`src/rtl/lpm_pipereg_pkg.sv`:
```
// Shared definitions for lpm_pipereg.
//   clog2    : ceiling log2, sizes the usedw occupancy counter
//   PARITY_W : width of the per-stage parity bit (LPM_PIPEREG_PARITY_EN builds)
package lpm_pipereg_pkg;

    localparam int unsigned PARITY_W = 1;

    // Ceiling log2; clog2(1) = 0.
    function automatic int unsigned clog2(input int unsigned value);
        int unsigned v;
        int unsigned r;
        v = value - 1;
        r = 0;
        while (v > 0) begin
            r++;
            v = v >> 1;
        end
        return r;
    endfunction

endpackage

```
`src/rtl/lpm_pipereg_stage.sv`:
```
// One register stage of lpm_pipereg: a data word plus its valid flag.
// Ports:
//   clock    rising-edge clock
//   aclr     async active-high clear: vld=0, dat=CLR_VAL
//   sclr     sync flush: vld=0, dat held
//   load     stage may take its source this edge (ready chain bit)
//   src_dat  word from the upstream stage (or the block input)
//   src_vld  valid flag from the upstream stage (or in_valid)
//   dat/vld  stage contents
module lpm_pipereg_stage #(
    parameter int unsigned    W       = 8,
    parameter logic [W-1:0]   CLR_VAL = '0
) (
    input  logic         clock,
    input  logic         aclr,
    input  logic         sclr,
    input  logic         load,
    input  logic [W-1:0] src_dat,
    input  logic         src_vld,
    output logic [W-1:0] dat,
    output logic         vld
);

    // The data word only moves when a valid word arrives, so a bubble passing
    // through leaves the previous contents in place (q holds when empty).
    always_ff @(posedge clock or posedge aclr) begin
        if (aclr) begin
            dat <= CLR_VAL;
            vld <= 1'b0;
        end else if (sclr) begin
            vld <= 1'b0;
        end else if (load) begin
            vld <= src_vld;
            if (src_vld) begin
                dat <= src_dat;
            end
        end
    end

endmodule

```
`src/rtl/lpm_pipereg.sv`:
```
// lpm_pipereg: clocked LPM pipeline register, lpm_depth stages of lpm_width
// bits with valid/ready flow control and bubble collapse.
// Optional macro LPM_PIPEREG_PARITY_EN adds a stored even-parity bit per stage
// and the perr output.
// Ports:
//   clock      rising-edge clock
//   aclr       async active-high clear (tie low when unused)
//   sclr       synchronous flush, drops all valid words (tie low when unused)
//   data       input word
//   in_valid   data is valid this cycle
//   in_ready   block accepts data this cycle (combinational)
//   q          output word, last-stage data
//   out_valid  q is valid
//   out_ready  consumer accepts q this cycle (tie high when unused)
//   usedw      number of valid stages (registered)
//   perr       parity mismatch on the output word (parity builds only)
module lpm_pipereg
    import lpm_pipereg_pkg::*;
#(
    parameter              lpm_type   = "lpm_pipereg",
    parameter int unsigned lpm_width  = 8,
    parameter int unsigned lpm_depth  = 3,
    parameter int          lpm_avalue = 0,
    parameter              lpm_hint   = "UNUSED"
) (
    input  logic                                 clock,
    input  logic                                 aclr,
    input  logic                                 sclr,
    input  logic [lpm_width-1:0]                 data,
    input  logic                                 in_valid,
    output logic                                 in_ready,
    output logic [lpm_width-1:0]                 q,
    output logic                                 out_valid,
    input  logic                                 out_ready,
`ifdef LPM_PIPEREG_PARITY_EN
    output logic                                 perr,
`endif
    output logic [clog2(lpm_depth+1)-1:0]        usedw
);

    localparam int unsigned DW      = lpm_width;
    localparam int unsigned USEDW_W = clog2(lpm_depth + 1);
    localparam int unsigned LAST    = lpm_depth - 1;
    localparam logic [DW-1:0] AVAL  = DW'(lpm_avalue);
`ifdef LPM_PIPEREG_PARITY_EN
    localparam int unsigned   ST_W   = DW + PARITY_W;
    localparam logic [ST_W-1:0] ST_CLR = {^AVAL, AVAL};
`else
    localparam int unsigned   ST_W   = DW;
    localparam logic [ST_W-1:0] ST_CLR = AVAL;
`endif

    // Elaboration-time sanity on the configuration and tag parameters.
    if (lpm_width < 1 || lpm_depth < 1 || $bits(lpm_type) == 0 || $bits(lpm_hint) == 0)
    begin : g_bad_param
        $error("lpm_pipereg: lpm_width and lpm_depth must be >= 1");
    end

    logic [ST_W-1:0]      st_dat [lpm_depth];
    logic [lpm_depth-1:0] st_vld;
    logic [lpm_depth-1:0] rdy;
    logic [ST_W-1:0]      s0_dat;
    logic                 accept;
    logic                 emit;

    // Word entering S0, with its parity bit when enabled.
`ifdef LPM_PIPEREG_PARITY_EN
    assign s0_dat = {^data, data};
`else
    assign s0_dat = data;
`endif

    // Ready chain from the output side: an empty stage always accepts, so
    // upstream words keep advancing into bubbles while the output stalls.
    always_comb begin
        logic chain;
        rdy   = '0;
        chain = out_ready;
        for (int unsigned i = lpm_depth; i > 0; i--) begin
            chain      = ~st_vld[i-1] | chain;
            rdy[i-1]   = chain;
        end
    end

    // Stage chain S0 (input side) .. S[LAST] (output side).
    for (genvar i = 0; i < int'(lpm_depth); i++) begin : g_stage
        logic [ST_W-1:0] src_dat;
        logic            src_vld;

        if (i == 0) begin : g_src_in
            assign src_dat = s0_dat;
            assign src_vld = in_valid;
        end else begin : g_src_prev
            assign src_dat = st_dat[i-1];
            assign src_vld = st_vld[i-1];
        end

        lpm_pipereg_stage #(
            .W       (ST_W),
            .CLR_VAL (ST_CLR)
        ) u_stage (
            .clock   (clock),
            .aclr    (aclr),
            .sclr    (sclr),
            .load    (rdy[i]),
            .src_dat (src_dat),
            .src_vld (src_vld),
            .dat     (st_dat[i]),
            .vld     (st_vld[i])
        );
    end

    assign in_ready  = rdy[0] & ~aclr;
    assign q         = st_dat[LAST][DW-1:0];
    assign out_valid = st_vld[LAST];
    assign accept    = in_valid & in_ready;
    assign emit      = out_valid & out_ready;

`ifdef LPM_PIPEREG_PARITY_EN
    // Recomputed parity of the output word against the bit stored at S0.
    assign perr = out_valid & ((^q) != st_dat[LAST][DW]);
`endif

    // Occupancy counter; a simultaneous accept and emit leaves it unchanged.
    always_ff @(posedge clock or posedge aclr) begin
        if (aclr) begin
            usedw <= '0;
        end else if (sclr) begin
            usedw <= '0;
        end else if (accept && !emit) begin
            usedw <= usedw + USEDW_W'(1);
        end else if (emit && !accept) begin
            usedw <= usedw - USEDW_W'(1);
        end
    end

endmodule
```
`config.mk`:
```
export PLATFORM = sky130hd
export DESIGN_NAME = lpm_pipereg
export DESIGN_NICKNAME = d
export VERILOG_FILES = /design/src/rtl/lpm_pipereg_pkg.sv /design/src/rtl/lpm_pipereg_stage.sv /design/src/rtl/lpm_pipereg.sv
export SDC_FILE = /design/constraint.sdc
export NUM_CORES = 1
export LEC_CHECK = 0
export CELL_PAD_IN_SITES_DETAIL_PLACEMENT = 0
export CELL_PAD_IN_SITES_GLOBAL_PLACEMENT = 2
export CORE_AREA = 2 2 61 63
export CTS_CLUSTER_DIAMETER = 80
export DETAILED_ROUTE_END_ITERATION = 10
export DIE_AREA = 0 0 63 65
export GPL_TIMING_DRIVEN = 1
export PLACE_DENSITY = 0.9
export SYNTH_ARGS = -nofsm -noshare
export SYNTH_HDL_FRONTEND = slang
export SYNTH_SLANG_ARGS = --single-unit
```
`constraint.sdc`:
```
create_clock -name clock -period 3.15 [get_ports clock]
set_input_delay 0.63 -clock clock [delete_from_list [all_inputs] [get_ports clock]]
set_output_delay 0.63 -clock clock [all_outputs]
set_load 0.05 [all_outputs]
```
==> impl_metrics.csv <==
group,metric,value,unit
outcome,status,"complete, no violations",
pwr,pwr_density_cell,717,nW/um2
placed_design,place_inst,152,
synthesis,synth.distinct_cells,19,
cts,clock_path_buffers,2,
grt,grt_use_total,0.106,
grt,antenna_found_initial,0,
timing,period_share,0.748,
grt,grt_max_degree,30,
cts,cts-buffers-inserted,5,
finish,areaGrowthSynthToFinish,28.7,%
setup_path,critical_path_class,"in2out",
placed_design,place.gp.congestion,0.719,
finish,multi_input_area,454,um2
cts,post-cts-setup-buffers,0,
setup_path,critical_path.endpoint,"in_ready",
floorplan,core_area,3500,um2
cts,hold_buffers,0,
timing,tightest_slew,0.523,ns
cts,path_clk_slew,0.08,ns
setup_path,r2r_end,"g_stage[2].u_stage.dat[1]",
timing,hold_violations,0,
finish,fin_cells,160,
synthesis,yosys_warnings,0,
setup_path,worstSetupEndpointType,"output pin",
setup_path,cp-start-kind,"input port",
timing,finClkSkew,0.00306,ns
setup_path,timing.rr.start,"g_stage[2].u_stage.vld",
setup_path,cp.depth,5,
setup_path,critPathRequiredTime,2.52,ns
floorplan,start_util,0.342,
setup_path,crit_start,"out_ready",
timing,rsz0062_at_grt,"no",
routing,vias,713,
placed_design,port_buffers,24,
synthesis,syn_avg_cell_area,14.9,um2
routing,drtIter0Drc,8,
setup_path,reg2reg_depth,3,
pwr,vdd_drop_max,0.297,mV
synthesis,ys_ff_latch,29,
synthesis,synthMuxAreaShare,0.244,
timing,fmax,0.424,GHz
setup_path,crit_path_max_incr_delay,0.47,ns
pwr,p_leak,0.668,nW
routing,viasPerCell,4.46,
timing,setup_tns,0,ns
finish,n_antenna_cell,0,
grt,grt_pass1_vias,654,
routing,firstDrtPassIters,2,
finish,ff_latch_area,726,um2
cts,cts.repair.resized,0,
routing,drt-total-wl,1870,um
cts,root_buffer,"clkbuf_4",
synthesis,synth_fa_ha_area_frac,0,
setup_path,cp_max_fo,5,
cts,cts_tree,"done",
synthesis,synth_compound_area_frac,0.00419,
synthesis,yosys.area_share.simple,0.117,
timing,finalSetupViolations,0,
synthesis,ys_seq_area_frac,0.607,
cts,clkSinkCount,29,
placed_design,dp_hpwl,1350,um
run,drv_cap,0,
synthesis,synth_fp_nets,93,
timing,drv_slew,0,
setup_path,cpLargestDelayFamily,"buffers and inverters",
floorplan,rows,22,
worst_hold_path,worstHoldPathType,"reg2reg",
floorplan,die_h,65,um
finish,drive_gt1_frac,0.330,
routing,wl_per_cell,11.7,um
floorplan,die_w,63,um
synthesis,syn_inst,80,
setup_path,ff2ff_setup_slack,1.64,ns
grt,grt_pass1_wl,3090,um
synthesis,synth_top_family_by_area,"multiplexers",
cts,h-tree-depth,2,
setup_path,path_cells,"clkdlybuf4s50_1, nor2b_4, and3_1, nor2_1, buf_4",
floorplan,io_pins,25,
finish,nNetsFinal,124,
timing,period_minus_slack,2.36,ns
setup_path,cp_num_buf_inv,2,
routing,ant_nets,0,
routing,drc,0,
cts,clk_latency,0.31,ns
floorplan,dieArea,4100,um2
timing,relSlewSlack,0.650,
finish,num-fill-cells,346,
grt,overflow,0,
synthesis,synth_xor_area_frac,0.0147,
synthesis,syn_area,1190,um2
setup_path,worstPathArrival,1.73,ns
setup_path,cpMaxStageDelayCell,"clkdlybuf4s50_1",
registers in the layout, indices dropped and copies added, names as in the netlist:
name / count
g_stage.u_stage.dat: 24
g_stage.u_stage.vld: 3
usedw: 2
layout make-up:
class / count / area share
Sequential cell: 29 / 0.472
Multi-Input combinational cell: 49 / 0.295
Timing Repair Buffer: 25 / 0.159
Tap cell: 48 / 0.0391
Clock buffer: 8 / 0.0317
Inverter: 1 / 0.00244
cells in the mapped netlist (all sizes together):
cell type,number,share of area
dfrtp,29,0.61
mux2,25,0.24
nor2,9,0.028
nand2,2,0.0063
nand3b,2,0.019
nor2b,2,0.017
a21oi,1,0.0042
and2,1,0.0052
and3,1,0.0052
buf,1,0.0094
inv,1,0.0031
mux2i,1,0.0084
nand3,1,0.0084
nand4b,1,0.013
nor3b,1,0.016
xnor2,1,0.0073
xor2,1,0.0073
placed cells by master, fill, tap and decap left out, drive strengths merged, types with 2 or more instances in the layout:
cell type and count:
buf 2, nor2 9, clkdlybuf4s50 23, nand2 2, dfrtp 29, clkbuf 8
nand3b 2, mux2 25, nor2b 2
worst register-to-register path, cell delays in order, from the launching register on:
cell and delay [ns]:
dfrtp_1 0.42, nor2b_4 0.16, nor3b_4 0.43, mux2_2 0.39
metal layers:
layer  part of all wire  routed length [um]  GRT usage
met5                  0                   0          0
met1               0.47                 872      0.119
met3              0.046                  87     0.0434
met2               0.46                 865      0.160
met4              0.026                  48     0.0833
worst min path at each step:
stage | start | to | slack [ns] | cells after the start
4_1_cts | g_stage[1].u_stage.dat[2] | g_stage[2].u_stage.dat[2] | 0.50 | 1
5_1_grt | g_stage[1].u_stage.dat[2] | g_stage[1].u_stage.dat[2] | 0.52 | 1
6_report | g_stage[1].u_stage.dat[2] | g_stage[2].u_stage.dat[2] | 0.50 | 1
2_1_floorplan | g_stage[1].u_stage.dat[0] | g_stage[1].u_stage.dat[0] | 0.47 | 1
3_3_place_gp | g_stage[0].u_stage.dat[7] | g_stage[1].u_stage.dat[7] | 0.48 | 1
3_5_place_dp | g_stage[1].u_stage.dat[2] | g_stage[1].u_stage.dat[2] | 0.49 | 1
report_power, final:
group | switching [mW] | leakage [nW] | internal (mW)
combinational | 0.229 | 0.287 | 0.165
sequential | 0.0442 | 0.354 | 0.463
clock | 0.113 | 0.0265 | 0.0888
kinds of logic (layout without fill, tap and decap cells):
family / count (synthesis) / count (layout)
mux: 26 / 26
compound gates: 1 / 1
xor+xnor: 2 / 2
buf+inv: 2 / 34
simple gates: 20 / 20
flops: 29 / 29
through the flow:
stage               cell area, um2  hold WS, ns  total power [mW]  setup WS, ns  utilization
CTS                           1540        0.502              1.12         0.788        0.440
global route                  1540        0.516              1.17         0.741        0.440
finish                        1540        0.502              1.10         0.793        0.440
global placement              1490        0.480             0.906         0.807        0.426
floorplan                     1190        0.474             0.778         0.885            -
detailed placement            1490        0.487             0.914         0.791        0.426
No activity file was read; power rests on OpenSTA's default activity.
